`src/rtl/tcm_region_router.sv`:
```
`default_nettype none
// ============================================================================
// Module   : tcm_region_router
// Purpose  : Routes one core load/store at a time to NUM_REGIONS TCM banks,
//            with region masking, decode-error and response-timeout replies.
// Revision : 1.0 - initial release
// ============================================================================
module tcm_region_router #(
  parameter int                     NUM_REGIONS = 4,
  parameter int                     ADDR_W      = 32,
  parameter int                     DATA_W      = 32,
  parameter logic [NUM_REGIONS-1:0] REGION_EN   = '1,
  parameter int                     TIMEOUT     = 16
) (
  input  logic                          clk,
  input  logic                          rst,
  input  logic                          core_valid,
  output logic                          core_ready,
  input  logic [ADDR_W-1:0]             core_addr,
  input  logic [DATA_W-1:0]             core_wdata,
  input  logic                          core_we,
  output logic                          core_rvalid,
  output logic [DATA_W-1:0]             core_rdata,
  output logic                          core_err,
  output logic [NUM_REGIONS-1:0]        m_req,
  output logic [NUM_REGIONS*ADDR_W-1:0] m_addr,
  output logic [NUM_REGIONS*DATA_W-1:0] m_wdata,
  output logic [NUM_REGIONS-1:0]        m_we,
  input  logic [NUM_REGIONS-1:0]        m_gnt,
  input  logic [NUM_REGIONS-1:0]        m_rvalid,
  input  logic [NUM_REGIONS*DATA_W-1:0] m_rdata
);

  localparam int c_ridx_w = $clog2(NUM_REGIONS);
  localparam int c_cnt_w  = $clog2(TIMEOUT);

  localparam logic [2:0] c_st_idle = 3'd0;
  localparam logic [2:0] c_st_req  = 3'd1;
  localparam logic [2:0] c_st_wait = 3'd2;
  localparam logic [2:0] c_st_resp = 3'd3;
  localparam logic [2:0] c_st_err  = 3'd4;
  localparam logic [2:0] c_st_terr = 3'd5;

  logic [2:0]          r_state;
  logic [2:0]          w_next_state;
  logic                r_live;
  logic [c_ridx_w-1:0] r_ridx;
  logic [ADDR_W-1:0]   r_addr;
  logic [DATA_W-1:0]   r_wdata;
  logic                r_we;
  logic [DATA_W-1:0]   r_rdata;
  logic [c_cnt_w-1:0]  r_cnt;

  logic [c_ridx_w-1:0] w_core_ridx;
  logic                w_accept;
  logic                w_gnt;
  logic                w_rvalid;
  logic [DATA_W-1:0]   w_sel_rdata;
  logic                w_limit;
  logic                w_capture;
  logic                w_busy;

  assign w_core_ridx = core_addr[ADDR_W-1 -: c_ridx_w];
  assign w_accept    = core_valid & core_ready;
  assign w_gnt       = m_gnt[r_ridx];
  assign w_rvalid    = m_rvalid[r_ridx];
  assign w_sel_rdata = m_rdata[r_ridx*DATA_W +: DATA_W];
  assign w_limit     = (r_cnt == c_cnt_w'(TIMEOUT - 1));
  assign w_busy      = (r_state == c_st_req) || (r_state == c_st_wait);
  assign w_capture   = ((r_state == c_st_req) && w_gnt && !r_we && w_rvalid) ||
                       ((r_state == c_st_wait) && w_rvalid);

  // r_live holds core_ready low until the first edge after reset release
  always_ff @(posedge clk or posedge rst) begin
    if (rst) begin
      r_state <= c_st_idle;
      r_live  <= 1'b0;
    end else begin
      r_state <= w_next_state;
      r_live  <= 1'b1;
    end
  end

  always_comb begin
    w_next_state = r_state;
    case (r_state)
      c_st_idle: begin
        if (w_accept) begin
          w_next_state = REGION_EN[w_core_ridx] ? c_st_req : c_st_err;
        end
      end
      c_st_req: begin
        if (w_gnt && (r_we || w_rvalid)) begin
          w_next_state = c_st_resp;
        end else if (w_limit) begin
          w_next_state = c_st_terr;
        end else if (w_gnt) begin
          w_next_state = c_st_wait;
        end
      end
      c_st_wait: begin
        if (w_rvalid) begin
          w_next_state = c_st_resp;
        end else if (w_limit) begin
          w_next_state = c_st_terr;
        end
      end
      c_st_resp, c_st_err, c_st_terr: w_next_state = c_st_idle;
      default:                        w_next_state = c_st_idle;
    endcase
  end

  always_comb begin
    core_ready  = 1'b0;
    core_rvalid = 1'b0;
    core_err    = 1'b0;
    core_rdata  = '0;
    case (r_state)
      c_st_idle: core_ready = r_live;
      c_st_resp: begin
        core_rvalid = 1'b1;
        core_rdata  = r_rdata;
      end
      c_st_err, c_st_terr: begin
        core_rvalid = 1'b1;
        core_err    = 1'b1;
      end
      default: ;
    endcase
  end

  // r_rdata is cleared on acceptance so writes answer with zero data
  always_ff @(posedge clk or posedge rst) begin
    if (rst) begin
      r_ridx  <= '0;
      r_addr  <= '0;
      r_wdata <= '0;
      r_we    <= 1'b0;
      r_rdata <= '0;
      r_cnt   <= '0;
    end else begin
      if (w_accept) begin
        r_ridx  <= w_core_ridx;
        r_addr  <= core_addr;
        r_wdata <= core_wdata;
        r_we    <= core_we;
        r_rdata <= '0;
        r_cnt   <= '0;
      end else if (w_busy) begin
        r_cnt <= r_cnt + c_cnt_w'(1);
      end
      if (w_capture) begin
        r_rdata <= w_sel_rdata;
      end
    end
  end

  for (genvar g = 0; g < NUM_REGIONS; g++) begin : g_slice
    logic w_sel;
    assign w_sel                     = (r_state == c_st_req) && (r_ridx == c_ridx_w'(g));
    assign m_req[g]                  = w_sel;
    assign m_we[g]                   = w_sel & r_we;
    assign m_addr[g*ADDR_W +: ADDR_W] = w_sel ? r_addr : '0;
    assign m_wdata[g*DATA_W +: DATA_W] = w_sel ? r_wdata : '0;
  end

endmodule
`default_nettype wire

```
`config.mk`:
```
export PLATFORM = sky130hd
export DESIGN_NAME = tcm_region_router
export DESIGN_NICKNAME = d
export VERILOG_FILES = /design/src/rtl/tcm_region_router.sv
export SDC_FILE = /design/constraint.sdc
export NUM_CORES = 1
export LEC_CHECK = 0
export ABC_AREA = 1
export CORE_AREA = 4 4 192 194
export DETAILED_ROUTE_END_ITERATION = 7
export DIE_AREA = 0 0 196 198
export PLACE_DENSITY = 0.48
export SLEW_MARGIN = 20
export SYNTH_ARGS = -nofsm -noshare
export SYNTH_HDL_FRONTEND = slang
export SYNTH_SLANG_ARGS = --single-unit
export TNS_END_PERCENT = 50
```
`constraint.sdc`:
```
create_clock -name clk -period 4.56 [get_ports clk]
set_clock_uncertainty 0.1 [all_clocks]
set_input_delay 1.368 -clock clk [delete_from_list [all_inputs] [get_ports clk]]
set_output_delay 1.368 -clock clk [all_outputs]
set_load 0.005 [all_outputs]
```
==> flow_summary.json <==
{
  "outcome": "finished clean",
  "period_needed_ns": 4.28,
  "htreeDepth": 3,
  "finalSetupTns_ns": 0,
  "slew_headroom_pct": 30.3,
  "drc": 0,
  "start_util_pct": 18.7,
  "cts_tree": "done",
  "synth.distinct_cells": 28,
  "grt_overflow": 0,
  "hold_viol": 0,
  "cts_root_buf": "clkbuf_16",
  "cp.required_ns": 3.09,
  "dp.cells": 1892,
  "dieHeight_um": 198,
  "yosysTopAreaCellShare_pct": 39.9,
  "yosysMostFrequentCell": "nor2_1",
  "finalNetCount": 1647,
  "fmax_ghz": 0.234,
  "hpwl_um": 25000,
  "port_buffers": 498,
  "slowest_delay_ns": 0.51,
  "ioPinCount": 503,
  "seq_area_frac_synth_pct": 39.9,
  "avgSynthCellArea_um2": 6.61,
  "clk_pin_slew_worst_paths_ns": 0.08,
  "period_share_pct": 93.9,
  "vias": 7976,
  "crit_chain": "nor3_4 > inv_2 > nor2_4 > inv_2 > buf_4 > nor2_1 > clkdlybuf4s50_1",
  "gp_congestion": 0.791,
  "ys_top_cells_by_count": "293 x nor2_1, 210 x nand2_1, 110 x inv_1",
  "drtAntennaViolNets": 0,
  "area_delta_synth_final_pct": 84.7,
  "grt_use_total_pct": 15.7,
  "hold_class": "register to register",
  "drive_gt1_share_pct": 3.39,
  "p_per_area_mw_per_mm2": 471,
  "die_x_um": 196,
  "end_kind": "output port",
  "synth_edf_count": 0,
  "routed_wl_um": 32600,
  "antenna_found_initial": 3,
  "grt_pass1_vias": 7775,
  "cap_viol_max_count": 0,
  "post_cts_resized": 0,
  "rsz0062_at_grt": "false",
  "clock_path_buffers": 2,
  "final_util_pct": 34.5,
  "ir_worst_vdd_uv": 219,
  "dieArea_mm2": 0.0388,
  "yosysWarnings": 0,
  "worstMarginPinSlew_ns": 1.04,
  "netlist_instances": 995,
  "leakage_nw": 5.14,
  "grt_pass1_wl_um": 47500,
  "yosys-top-cells-area": "dfrtp_1 40%, nor2_1 17%, nand2_1 12%, inv_1 6.3%, a22oi_1 6.2%",
  "path_delay_family": "buffers and inverters",
  "async_flop_share_pct": 100,
  "drt-initial-drc-count": 361,
  "crit_type": "register to output port",
  "worstPathMaxFanout": 54,
  "clkLatencyLatePin_ns": 0.35,
  "p_total_mw": 5.73,
  "ys_seq_elements": 105,
  "firstDrtPassIters": 5,
  "setup-violations-final": 0,
  "post_drt_wl_per_cell_um": 17.1,
  "crit_arrival_ns": 2.81,
  "cts_setup_buffers": 0,
  "grt_max_degree": 127,
  "synth_area_mm2": 0.00658,
  "final_cells": 1909,
  "routed_via_density": 4.18,
  "fp.coreArea_mm2": 0.0352,
  "numCtsBuffers": 9,
  "cp_common_cell": "inv_2",
  "slowest_stage": "clkdlybuf4s50_1",
  "slew_viol_final": 0,
  "holdBufCountCts": 0,
  "synthFlopType": "dfrtp_1",
  "cp_num_buf_inv": 4,
  "num_rows": 69,
  "clock_sinks": 105,
  "n_fill_cell": 3845,
  "start_kind": "register",
  "synth_top_area_cell": "dfrtp_1"
}
==> layout by cell type (no fill, tap or decap), types with 2 or more instances in the layout <==
| master | count |
|---|---|
| dfrtp_1 | 105 |
| clkdlybuf4s50_1 | 498 |
| o21ai_0 | 65 |
| nand4_1 | 32 |
| a21oi_1 | 4 |
| buf_4 | 9 |
| nand2_2 | 3 |
| nand2_1 | 209 |
| inv_4 | 4 |
| inv_1 | 107 |
| o21ai_1 | 6 |
| clkbuf_16 | 9 |
| a22oi_1 | 54 |
| nor2_4 | 2 |
| nor2_1 | 291 |
| inv_2 | 5 |
| inv_6 | 2 |
| nand3_1 | 18 |
| nor2_2 | 4 |
| conb_1 | 5 |
==> routing by layer <==
layer	part of all wire (%)	global-route usage [%]
met1	39	17.8
met5	0.040	0
met4	2.8	5.04
met3	9.8	5.50
met2	48	27.6
==> tightest hold or removal path, cell delays in order (launching register included) <==
cell and delay, ns:
dfrtp_1 0.35, nand4_1 0.09, nand2_1 0.06
==> report_power, final <==
part / internal, mW / switching [mW]
clock: 0.450 / 0.388
sequential: 1.33 / 0.151
combinational: 1.39 / 2.02
==> kinds of logic (layout without fill, tap and decap cells) <==
| group | Yosys count | in the layout | share of synthesized area, % |
|---|---|---|---|
| AOI/OAI and AO/OA | 130 | 130 | 12.0 |
| and+or+nand+nor | 565 | 565 | 34.8 |
| buffers and inverters | 192 | 641 | 13.0 |
| DFF | 105 | 105 | 39.9 |
| other | 2 | 6 | 0.114 |
| adders and majority gates | 1 | 1 | 0.190 |
==> final timing paths <==
path | endpoint | depth (start not counted) | slack, ns | startpoint
max | m_addr[54] | 7 | 0.28 | r_state[1]$_DFFE_PP0P_
min | r_rdata[11]$_DFFE_PP0P_ | 2 | 0.42 | r_rdata[11]$_DFFE_PP0P_
max reg2reg | r_rdata[5]$_DFFE_PP0P_ | 7 | 1.98 | r_ridx[0]$_DFFE_PP0P_
min reg2reg | r_rdata[11]$_DFFE_PP0P_ | 2 | 0.42 | r_rdata[11]$_DFFE_PP0P_
max in group asynchronous | r_addr[7]$_DFFE_PP0P_ | 3 | 2.35 | rst
min in group asynchronous | r_addr[23]$_DFFE_PP0P_ | 3 | 1.47 | rst
==> sequential cells by signal (all words and copies together) (netlist names) <==
register / flops
r_we: 1
r_rdata: 32
r_cnt: 4
r_wdata: 32
r_state: 3
r_addr: 30
r_ridx: 2
r_live: 1
==> final cells by class <==
class | count | area (um^2) | area share (%)
Antenna cell | 1 | 2.50 | 0.0206
Clock buffer | 10 | 239 | 1.97
Clock inverter | 6 | 72.6 | 0.597
Inverter | 117 | 449 | 3.70
Multi-Input combinational cell | 701 | 3120 | 25.6
Sequential cell | 105 | 2630 | 21.6
Tap cell | 461 | 577 | 4.75
Timing Repair Buffer | 508 | 5070 | 41.7
==> stage by stage <==
stage	setup WS, ns	instance area [um^2]	hold WS, ns
6_report	0.277	12200	0.419
5_1_grt	0.0496	12200	0.437
4_1_cts	0.257	12200	0.427
3_5_place_dp	0.654	11800	0.408
3_3_place_gp	0.651	11800	0.400
2_1_floorplan	0.331	6590	0.385
(Power assumes the default switching activity.)
